==> config.mk <==
export PLATFORM = sky130hd
export DESIGN_NAME = prog_loader
export DESIGN_NICKNAME = d
export VERILOG_FILES = /design/src/rtl/prog_loader.sv
export SDC_FILE = /design/constraint.sdc
export NUM_CORES = 1
export LEC_CHECK = 0
export CAP_MARGIN = 20
export CORE_MARGIN = 2
export CORE_UTILIZATION = 40
export DETAILED_ROUTE_END_ITERATION = 8
export SYNTH_ARGS = -nofsm -noshare
export SYNTH_HDL_FRONTEND = slang
export SYNTH_SLANG_ARGS = --single-unit
==> constraint.sdc <==
create_clock -name clk -period 8.9 [get_ports clk]
set_clock_uncertainty 0.1 [all_clocks]
set_input_delay 1.78 -clock clk [delete_from_list [all_inputs] [get_ports clk]]
set_output_delay 1.78 -clock clk [all_outputs]
set_load 0.02 [all_outputs]
==> src/rtl/prog_loader.sv <==
// ============================================================================
// prog_loader : byte-stream program loader for the 1024-word instruction memory
// Revision    : 1.0
// ============================================================================
`default_nettype none

module prog_loader #(
    parameter int          ADDR_W  = 10,
    parameter int          DEPTH   = 1024,
    parameter logic [5:0]  HALT_OP = 6'b111111
) (
    input  logic              clk,
    input  logic              rst,
    input  logic              start_load,
    input  logic              byte_valid,
    input  logic [7:0]        byte_data,
    output logic              byte_ready,
    output logic              im_we,
    output logic [ADDR_W-1:0] im_addr,
    output logic [31:0]       im_wdata,
    output logic              core_rst,
    output logic              done,
    output logic              err_overflow,
    output logic [ADDR_W:0]   word_count
);

    typedef enum logic [2:0] {
        S_IDLE  = 3'd0,
        S_RECV  = 3'd1,
        S_WRITE = 3'd2,
        S_RUN   = 3'd3,
        S_ERR   = 3'd4
    } state_t;

    localparam logic [ADDR_W:0]   c_depth    = (ADDR_W+1)'(DEPTH);
    localparam logic [ADDR_W:0]   c_cnt_one  = {{ADDR_W{1'b0}}, 1'b1};
    localparam logic [ADDR_W-1:0] c_addr_one = {{(ADDR_W-1){1'b0}}, 1'b1};

    state_t          r_state;
    logic [1:0]      r_byte_idx;
    logic [23:0]     r_asm;
    logic [ADDR_W:0] w_count_next;

    assign byte_ready   = (r_state == S_RECV);
    assign w_count_next = word_count + c_cnt_one;

    always_ff @(posedge clk or posedge rst) begin
        if (rst) begin
            r_state      <= S_IDLE;
            r_byte_idx   <= 2'd0;
            r_asm        <= 24'd0;
            im_we        <= 1'b0;
            im_addr      <= '0;
            im_wdata     <= 32'd0;
            core_rst     <= 1'b1;
            done         <= 1'b0;
            err_overflow <= 1'b0;
            word_count   <= '0;
        end else begin
            // im_we is only ever high for the single WRITE cycle
            im_we <= 1'b0;
            if (start_load) begin
                r_state      <= S_RECV;
                r_byte_idx   <= 2'd0;
                im_addr      <= '0;
                word_count   <= '0;
                core_rst     <= 1'b1;
                done         <= 1'b0;
                err_overflow <= 1'b0;
            end else begin
                case (r_state)
                    S_RECV: begin
                        if (byte_valid) begin
                            if (r_byte_idx == 2'd3) begin
                                im_wdata   <= {r_asm, byte_data};
                                im_we      <= 1'b1;
                                r_byte_idx <= 2'd0;
                                r_state    <= S_WRITE;
                            end else begin
                                r_asm      <= {r_asm[15:0], byte_data};
                                r_byte_idx <= r_byte_idx + 2'd1;
                            end
                        end
                    end
                    S_WRITE: begin
                        word_count <= w_count_next;
                        // Overflow is tested before the address moves, so im_addr never wraps
                        if (im_wdata[31:26] == HALT_OP) begin
                            r_state  <= S_RUN;
                            core_rst <= 1'b0;
                            done     <= 1'b1;
                        end else if (w_count_next == c_depth) begin
                            r_state      <= S_ERR;
                            err_overflow <= 1'b1;
                        end else begin
                            r_state <= S_RECV;
                            im_addr <= im_addr + c_addr_one;
                        end
                    end
                    default: begin
                    end
                endcase
            end
        end
    end

endmodule

`default_nettype wire

# After elaboration in Yosys (flattened, before gate mapping)
# Index checks and enable logic that the tools add are counted.
dict set report totals {
  reg_bits 86
  wordCells 67
}
dict set report classes {
  n_addsub 3
  n_eq_ne 9
  n_mux 30
  n_bitwise 2
  n_reduce_logical 13
}
# operator n
set op_table {}
lappend op_table {{2-to-1 mux 10 bit} 4}
lappend op_table {{2-to-1 mux 11 bit} 2}
lappend op_table {{2-to-1 mux 3 bit} 5}
lappend op_table {{2-to-1 mux 1 bit} 14}
lappend op_table {{adder 11 x 1 -> 11 bit (second input constant)} 1}
lappend op_table {{equality test 11 bit (second input constant)} 1}
lappend op_table {{adder 10 x 1 -> 10 bit (second input constant)} 1}
lappend op_table {{nonzero test 2 bit} 5}
lappend op_table {{AND reduction 3 bit} 3}
lappend op_table {{2-to-1 mux 2 bit} 4}
lappend op_table {{AND reduction 4 bit} 2}
lappend op_table {{equality test 6 bit (second input constant)} 1}
lappend op_table {{one-hot mux 3 bit (2 select lines)} 1}
lappend op_table {{!= test 2 bit (second input constant)} 2}
lappend op_table {{AND reduction 2 bit} 2}
lappend op_table {{equality test 3 x 1 -> 1 bit (second input constant)} 1}
lappend op_table {{equality test 3 x 2 -> 1 bit (second input constant)} 1}
lappend op_table {{!= test 3 x 2 -> 1 bit (second input constant)} 1}
lappend op_table {{!= test 3 bit (second input constant)} 1}
lappend op_table {{nonzero test 3 bit} 1}
lappend op_table {{adder 2 x 1 -> 2 bit (second input constant)} 1}
lappend op_table {{equality test 2 bit (second input constant)} 1}
lappend op_table {{inverter 1 bit} 2}

# Depth between registers and ports, before layout
# Gate-level depths: netlist of the first run.
dict set report logic_depth {
  ltp_word 6
  mapped_depth 8
  depth_no_buf 7
}

# Least setup slack after synthesis of the first run
# Ideal clock, no wire load.
dict set report synth_timing {
  path_type {input to register}
  startpoint {input port start_load}
  endpoint {register im_wdata[10]}
  arrival_time_ns 3.003
  slack_ns 5.672
  cell_stages 5
  path_cell_list {clkbuf_1 nor2_1 nand2_1 buf_1 mux2_2}
}
dict set report synth_via {
  elab_chain_cells 2
}
# element line
set synth_lines {}
lappend synth_lines {{start, declared} 14} ;# input logic start_load,
lappend synth_lines {{inverter 1 bit (no line)} --}
lappend synth_lines {{AND reduction 4 bit (no line)} --}
lappend synth_lines {{end signal, assigned} 75} ;# im_wdata <= {r_asm, byte_data};
lappend synth_lines {{end, declared} 20} ;# output logic [31:0] im_wdata,
# No other way between the ends.
# A chain may end at the register's enable or synchronous reset.

# Final worst setup path of the first run
dict set report layout_timing {
  startpoint {register r_state[2]}
  endpoint {output port byte_ready}
}
dict set report layout_via {
  elab_chain_cells 1
}
# element line
set layout_lines {}
lappend layout_lines {{start, declared} 39} ;# state_t r_state;
lappend layout_lines {{start signal, assigned} 49} ;# r_state <= S_IDLE;
lappend layout_lines {{start signal, assigned} 63} ;# r_state <= S_RECV;
lappend layout_lines {{start signal, assigned} 78} ;# r_state <= S_WRITE;
lappend layout_lines {{equality test 3 x 1 -> 1 bit} 44} ;# assign byte_ready = (r_state == S_RECV);
lappend layout_lines {{end, declared} 17} ;# output logic byte_ready,
# No other way between the ends.

==> impl_metrics.env, run 1 <==
export IMPL_wl_um=7270
export IMPL_slowest_delay_ns=0.68
export IMPL_final_area_um2=4780
export IMPL_cts_setup_buffers=0
export IMPL_syn_nets=321
export IMPL_yosys_warnings=0
export IMPL_synth_edff_count=0
export IMPL_async_flop_share=1.00
export IMPL_postSynthCellCount=305
export IMPL_dpl_cell_count=474
export IMPL_post_drt_via_cell_ratio=5.16
export IMPL_h_tree_depth=3
export IMPL_cts_tree="done"
export IMPL_areaGrowthSynthToFinish_pct=26.6
export IMPL_timing_final_crit_period_ns=3.71
export IMPL_crit_buf_inv=1
export IMPL_timing_worst_setup_path_type="flip-flop to output port"
export IMPL_grt_pass1_vias=2456
export IMPL_die_h_um=101
export IMPL_synth_cell_types=43
export IMPL_setup_tns_ns=0
export IMPL_post_dp_cell_area_um2=4560
export IMPL_dr_pass1_iters=4
export IMPL_r2r_start="word_count[1]"
export IMPL_worstPathArrival_ns=1.83
export IMPL_root_buffer="clkbuf_8"
export IMPL_row_count=35
export IMPL_min_path_cells=2
export IMPL_cts_hold_fix_buffers=0
export IMPL_nFillCells=806
export IMPL_gp_congestion=0.793
export IMPL_ys_seq_area_frac=0.570
export IMPL_fmax_mhz=270
export IMPL_leakagePower_uw=0.00204
export IMPL_reg2reg_setup_slack_ns=5.76
export IMPL_end_kind="output port"
export IMPL_die_w_um=101
export IMPL_relSlewSlack=0.333
export IMPL_rr_endpoint="im_addr[0]"
export IMPL_core_um2=9200
export IMPL_cp_start_kind="flip-flop"
export IMPL_clkLatencyLatePin_ns=0.35
export IMPL_worst_slew_pin_slew_ns=0.998
export IMPL_cp_num_cells=2
export IMPL_track_usage=0.151
export IMPL_first_iter_violations=88
export IMPL_syn_avg_cell_area_um2=12.4
export IMPL_wl_per_cell_um=14.8
export IMPL_dr_total_vias=2529
export IMPL_cts_resized=0
export IMPL_drv_slew=0
export IMPL_antenna_found_initial=0
export IMPL_finalCritPeriodShare=0.416
export IMPL_rsz0062_at_grt="false"
export IMPL_power_density_nw_per_um2=200
export IMPL_clock_sinks=86
export IMPL_critPathCapture="byte_ready"
export IMPL_maxCapViolations=0
export IMPL_synthFlopType="dfrtp_1"
export IMPL_grt_pass1_wl_um=12000
export IMPL_cpMaxStageDelayCell="clkdlybuf4s50_1"
export IMPL_initial_core_util=0.411
export IMPL_clockBufferDepth=2
export IMPL_synth_seq_cells=86
export IMPL_grt_max_degree=56
export IMPL_status="finished, final reports clean"
export IMPL_cp_max_fo=4
export IMPL_layout_drive_gt1_share=0.240
export IMPL_overflow=0
export IMPL_die_area_um2=10200
export IMPL_r2r_cells=7
export IMPL_num_antenna_cells=0
export IMPL_io_pin_count=70
export IMPL_cp_startpoint="r_state[2]"
export IMPL_drc=0
export IMPL_ant_nets=0
export IMPL_portBuffers=69
export IMPL_finalHoldViolCount=0
export IMPL_cp_data_required_time_ns=7.02
export IMPL_vdd_drop_max_mv=0.105
export IMPL_crit_chain="nor3b_1, clkdlybuf4s50_1"
export IMPL_synth_area_um2=3780
export IMPL_numCtsBuffers=9
export IMPL_final_cell_count_no_fill=490
export IMPL_crit_family="buffers and inverters"
export IMPL_nNetsFinal=391
export IMPL_hpwlAfterDp_um=4790
export IMPL_min_path_type="flip-flop to flip-flop"
export IMPL_final_util=0.520
export IMPL_clkSlewWorstSetupHoldPaths_ns=0.08
export IMPL_setup_viol=0
## cells in the mapped netlist (2+ instances only)
cell type	instances	share of area
o21ai_0	3	0.0040
buf_2	5	0.0066
and3_1	2	0.0033
inv_1	3	0.0030
o31ai_1	4	0.0079
nor2_1	26	0.026
nor4_1	3	0.0050
buf_1	3	0.0030
nor3_1	10	0.013
buf_6	2	0.0060
nand4_1	4	0.0066
nand2_1	23	0.023
xor2_1	8	0.019
nor2b_1	5	0.0083
nor4b_1	2	0.0046
xnor2_1	5	0.012
nand2b_1	3	0.0050
ha_1	4	0.013
clkbuf_1	3	0.0030
or4_2	2	0.0046
a21oi_1	11	0.015
nand3_1	8	0.011
dfrtp_1	85	0.56
mux2_2	62	0.18
## how the worst min path moves through the flow
| stage | startpoint | to | slack [ns] |
|---|---|---|---|
| after global routing | r_asm[22] | r_asm[22] | 0.43 |
| after CTS | core_rst | core_rst | 0.40 |
| after global placement | core_rst | core_rst | 0.38 |
| final | core_rst | core_rst | 0.40 |
| after floorplan | r_asm[21] | im_wdata[29] | 0.38 |
| after detailed placement | core_rst | core_rst | 0.39 |
## sequential cells by signal, indices dropped and copies added (netlist names), 2 cells and up
signal and flops:
im_wdata 32, im_addr 10, word_count 11, r_asm 24, r_byte_idx 2, r_state 3
## worst register-to-register path, delay by kind of cell, from the launching register on
| family | cells | cell delay, ns |
|---|---|---|
| fa+ha+maj | 1 | 0.30 |
| flops | 1 | 0.53 |
| mux | 2 | 0.69 |
| simple gates | 4 | 1.41 |
## placed cells by master, fill, tap and decap left out, drive strengths merged, types with 4 or more instances in the layout
cell           Yosys  routed
a21oi             11      11
clkdlybuf4s50      0      69
or4                4       4
ha                 4       4
inv                3       4
buf               10       4
nor2              26      26
nand4              4       4
mux2              62      62
clkbuf             4       9
dfrtp             85      85
o31ai              4       4
nand2             24      24
xor2               8       8
nand3              8       8
nor3              11      11
xnor2              5       5
nor2b              5       5
## final cells by class
| class | instances | area, µm² | area share |
|---|---|---|---|
| timing repair buffer | 73 | 741 | 0.155 |
| multi-input combinational | 202 | 1540 | 0.323 |
| clock buffer | 9 | 124 | 0.0259 |
| clock inverter | 6 | 70.1 | 0.0146 |
| sequential | 86 | 2150 | 0.450 |
| inverter | 3 | 12.5 | 0.00262 |
| tap | 111 | 139 | 0.0290 |
## where the power goes
| group | total (µW) | leakage (µW) | switching [µW] | internal (µW) |
|---|---|---|---|---|
| Combinational | 191 | 0.000827 | 83.3 | 107 |
| Clock | 276 | 0.0000883 | 145 | 130 |
| Sequential | 492 | 0.00113 | 37.5 | 455 |
| Total | 958 | 0.00204 | 266 | 692 |
## per-layer routing
layer | vias up | track usage | part of all wire
li1 | 1210 | - | -
met5 | - | 0 | 0
met1 | 1252 | 0.194 | 0.46
met3 | 8 | 0.0504 | 0.057
met2 | 59 | 0.238 | 0.47
met4 | 0 | 0.0561 | 0.013
## cell families (layout without fill, tap and decap cells)
family / Yosys count / in the layout / share of synthesized area
multiplexers: 63 / 63 / 0.187
XOR/XNOR: 13 / 13 / 0.0301
adder cells (fa/ha/maj): 4 / 4 / 0.0132
buffers and inverters: 17 / 91 / 0.0229
AND/OR/NAND/NOR: 100 / 100 / 0.141
AO/OA/AOI/OAI: 22 / 22 / 0.0351
flip-flops: 86 / 86 / 0.570
## stage by stage
stage	power (µW)	hold slack (ns)	setup slack [ns]
2_1_floorplan	602	0.377	4.80
3_3_place_gp	686	0.378	4.83
3_5_place_dp	692	0.390	4.83
4_1_cts	970	0.402	5.13
5_1_grt	1010	0.429	5.02
6_report	958	0.400	5.19
No activity file was read; power rests on OpenSTA's default activity.
==> run 2, diff against run 1 <==
--- a/config.mk
+++ b/config.mk
@@ -9,6 +9,7 @@
 export CORE_MARGIN = 2
 export CORE_UTILIZATION = 40
 export DETAILED_ROUTE_END_ITERATION = 8
+export PLACE_DENSITY = 0.66
 export SYNTH_ARGS = -nofsm -noshare
 export SYNTH_HDL_FRONTEND = slang
 export SYNTH_SLANG_ARGS = --single-unit
==> constraint.sdc (replaced) <==
create_clock -name clk -period 3.08 [get_ports clk]
set_clock_uncertainty 0.1 [all_clocks]
set_input_delay 0.616 -clock clk [delete_from_list [all_inputs] [get_ports clk]]
set_output_delay 0.616 -clock clk [all_outputs]
set_load 0.02 [all_outputs]
==> impl_metrics.env, run 2 (synthesis results as in run 1) <==
export IMPL_dr_total_vias=2526
export IMPL_largest_register_ffs=32
export IMPL_cpMaxStageDelayCell="clkdlybuf4s50_1"
export IMPL_initial_core_util=0.411
export IMPL_fmax_mhz=381
export IMPL_cts_setup_buffers=0
export IMPL_first_iter_violations=37
export IMPL_gp_congestion=0.872
export IMPL_slowest_delay_ns=0.71
export IMPL_worstPathArrival_ns=1.91
export IMPL_relSlewSlack=0.619
export IMPL_post_drt_via_cell_ratio=5.11
export IMPL_crit_chain="nor3b_1, clkdlybuf4s50_1"
export IMPL_finalHoldViolCount=0
export IMPL_min_path_type="flip-flop to flip-flop"
export IMPL_rsz0062_at_grt="false"
export IMPL_multi_input_area_um2=1540
export IMPL_setup_tns_ns=0
export IMPL_status="finished, final reports clean"
export IMPL_root_buffer="clkbuf_8"
export IMPL_row_count=35
export IMPL_finalCritPeriodShare=0.853
export IMPL_vdd_drop_max_mv=0.368
export IMPL_leakagePower_uw=0.00206
export IMPL_cts_tree="done"
export IMPL_h_tree_depth=3
export IMPL_regMostFlops="im_wdata"
export IMPL_antenna_found_initial=0
export IMPL_io_pin_count=70
export IMPL_seq_area_um2=2150
export IMPL_post_dp_cell_area_um2=4600
export IMPL_cts_hold_fix_buffers=0
export IMPL_mostFrequentLayoutCells="dfrtp_1 (85), clkdlybuf4s50_1 (69), mux2_2 (62)"
export IMPL_cp_data_required_time_ns=2.36
export IMPL_whs_ns=0.397
export IMPL_die_w_um=101
export IMPL_die_area_um2=10200
export IMPL_nFillCells=840
export IMPL_clkLatencyLatePin_ns=0.36
export IMPL_clkSlewWorstSetupHoldPaths_ns=0.10
export IMPL_layout_drive_gt1_share=0.248
export IMPL_cp_max_fo=4
export IMPL_maxCapViolations=0
export IMPL_die_h_um=101
export IMPL_wl_per_cell_um=14.5
export IMPL_grt_pass1_vias=2539
export IMPL_grt_pass1_wl_um=12300
export IMPL_power_density_nw_per_um2=569
export IMPL_clockBufferDepth=2
export IMPL_grt_max_degree=42
export IMPL_end_kind="output port"
export IMPL_clock_sinks=86
export IMPL_core_um2=9200
export IMPL_hpwlAfterDp_um=4960
export IMPL_wl_um=7180
export IMPL_numCtsBuffers=9
export IMPL_overflow=0
export IMPL_areaGrowthSynthToFinish_pct=26.9
export IMPL_timing_final_crit_period_ns=2.63
export IMPL_track_usage=0.150
export IMPL_cts_resized=0
export IMPL_reg_top3="im_wdata: 32 flops, r_asm: 24 flops, word_count: 11 flops"
export IMPL_num_antenna_cells=0
export IMPL_drv_slew=0
export IMPL_final_area_um2=4790
export IMPL_setup_viol=0
export IMPL_timing_worst_setup_path_type="flip-flop to output port"
export IMPL_worst_slew_pin_slew_ns=0.563
export IMPL_nNetsFinal=394
export IMPL_final_common_cell="dfrtp_1"
export IMPL_ant_nets=0
export IMPL_drc=0
export IMPL_cp_start_kind="flip-flop"
export IMPL_dr_pass1_iters=3
export IMPL_portBuffers=69
==> run 2: routing by layer <==
layer / global-route usage / wire length [µm] / vias to the layer above
met2: 0.229 / 3260 / 57
li1: - / - / 1217
met4: 0.0416 / 53 / 0
met5: 0 / 0 / -
met3: 0.0545 / 501 / 6
met1: 0.204 / 3360 / 1246
==> run 2: per-stage QoR <==
stage | power [µW] | utilization | setup slack, ns | std cells
2_1_floorplan | 1740 | - | 0.144 | 305
3_3_place_gp | 1990 | 0.501 | 0.611 | 478
3_5_place_dp | 2000 | 0.501 | 0.502 | 478
4_1_cts | 2770 | 0.521 | 0.421 | 494
5_1_grt | 2860 | 0.521 | 0.169 | 494
6_report | 2730 | 0.521 | 0.453 | 494
==> run 2: final timing paths <==
path	startpoint	endpoint	slack (ns)	cells after the start
setup / recovery	r_state[2]	byte_ready	0.45	2
setup reg to reg	word_count[0]	im_addr[4]	0.50	8
min in group asynchronous	rst	word_count[5]	0.50	2
max in group asynchronous	rst	core_rst	1.68	3
hold / removal	r_asm[23]	im_wdata[31]	0.40	1
hold reg to reg	r_asm[23]	im_wdata[31]	0.40	1
==> run 2: power breakdown <==
| part | switching, µW | internal (µW) | leakage (µW) |
|---|---|---|---|
| logic | 240 | 310 | 0.000840 |
| clock network | 432 | 325 | 0.0000899 |
| registers | 104 | 1310 | 0.00113 |
| total | 777 | 1950 | 0.00206 |
==> run 2: area by class of cell <==
class | instances | share of cell area
clock inverter | 6 | 0.0104
inverter | 3 | 0.00261
timing repair buffer | 76 | 0.158
tap | 111 | 0.0290
sequential | 86 | 0.449
multi-input combinational | 202 | 0.322
clock buffer | 10 | 0.0287
==> run 2: worst max-delay path: cells and delay by family, from the launching register on <==
family	cells	cell delay [ns]
buf+inv	1	0.71
flops	1	0.44
simple gates	1	0.42
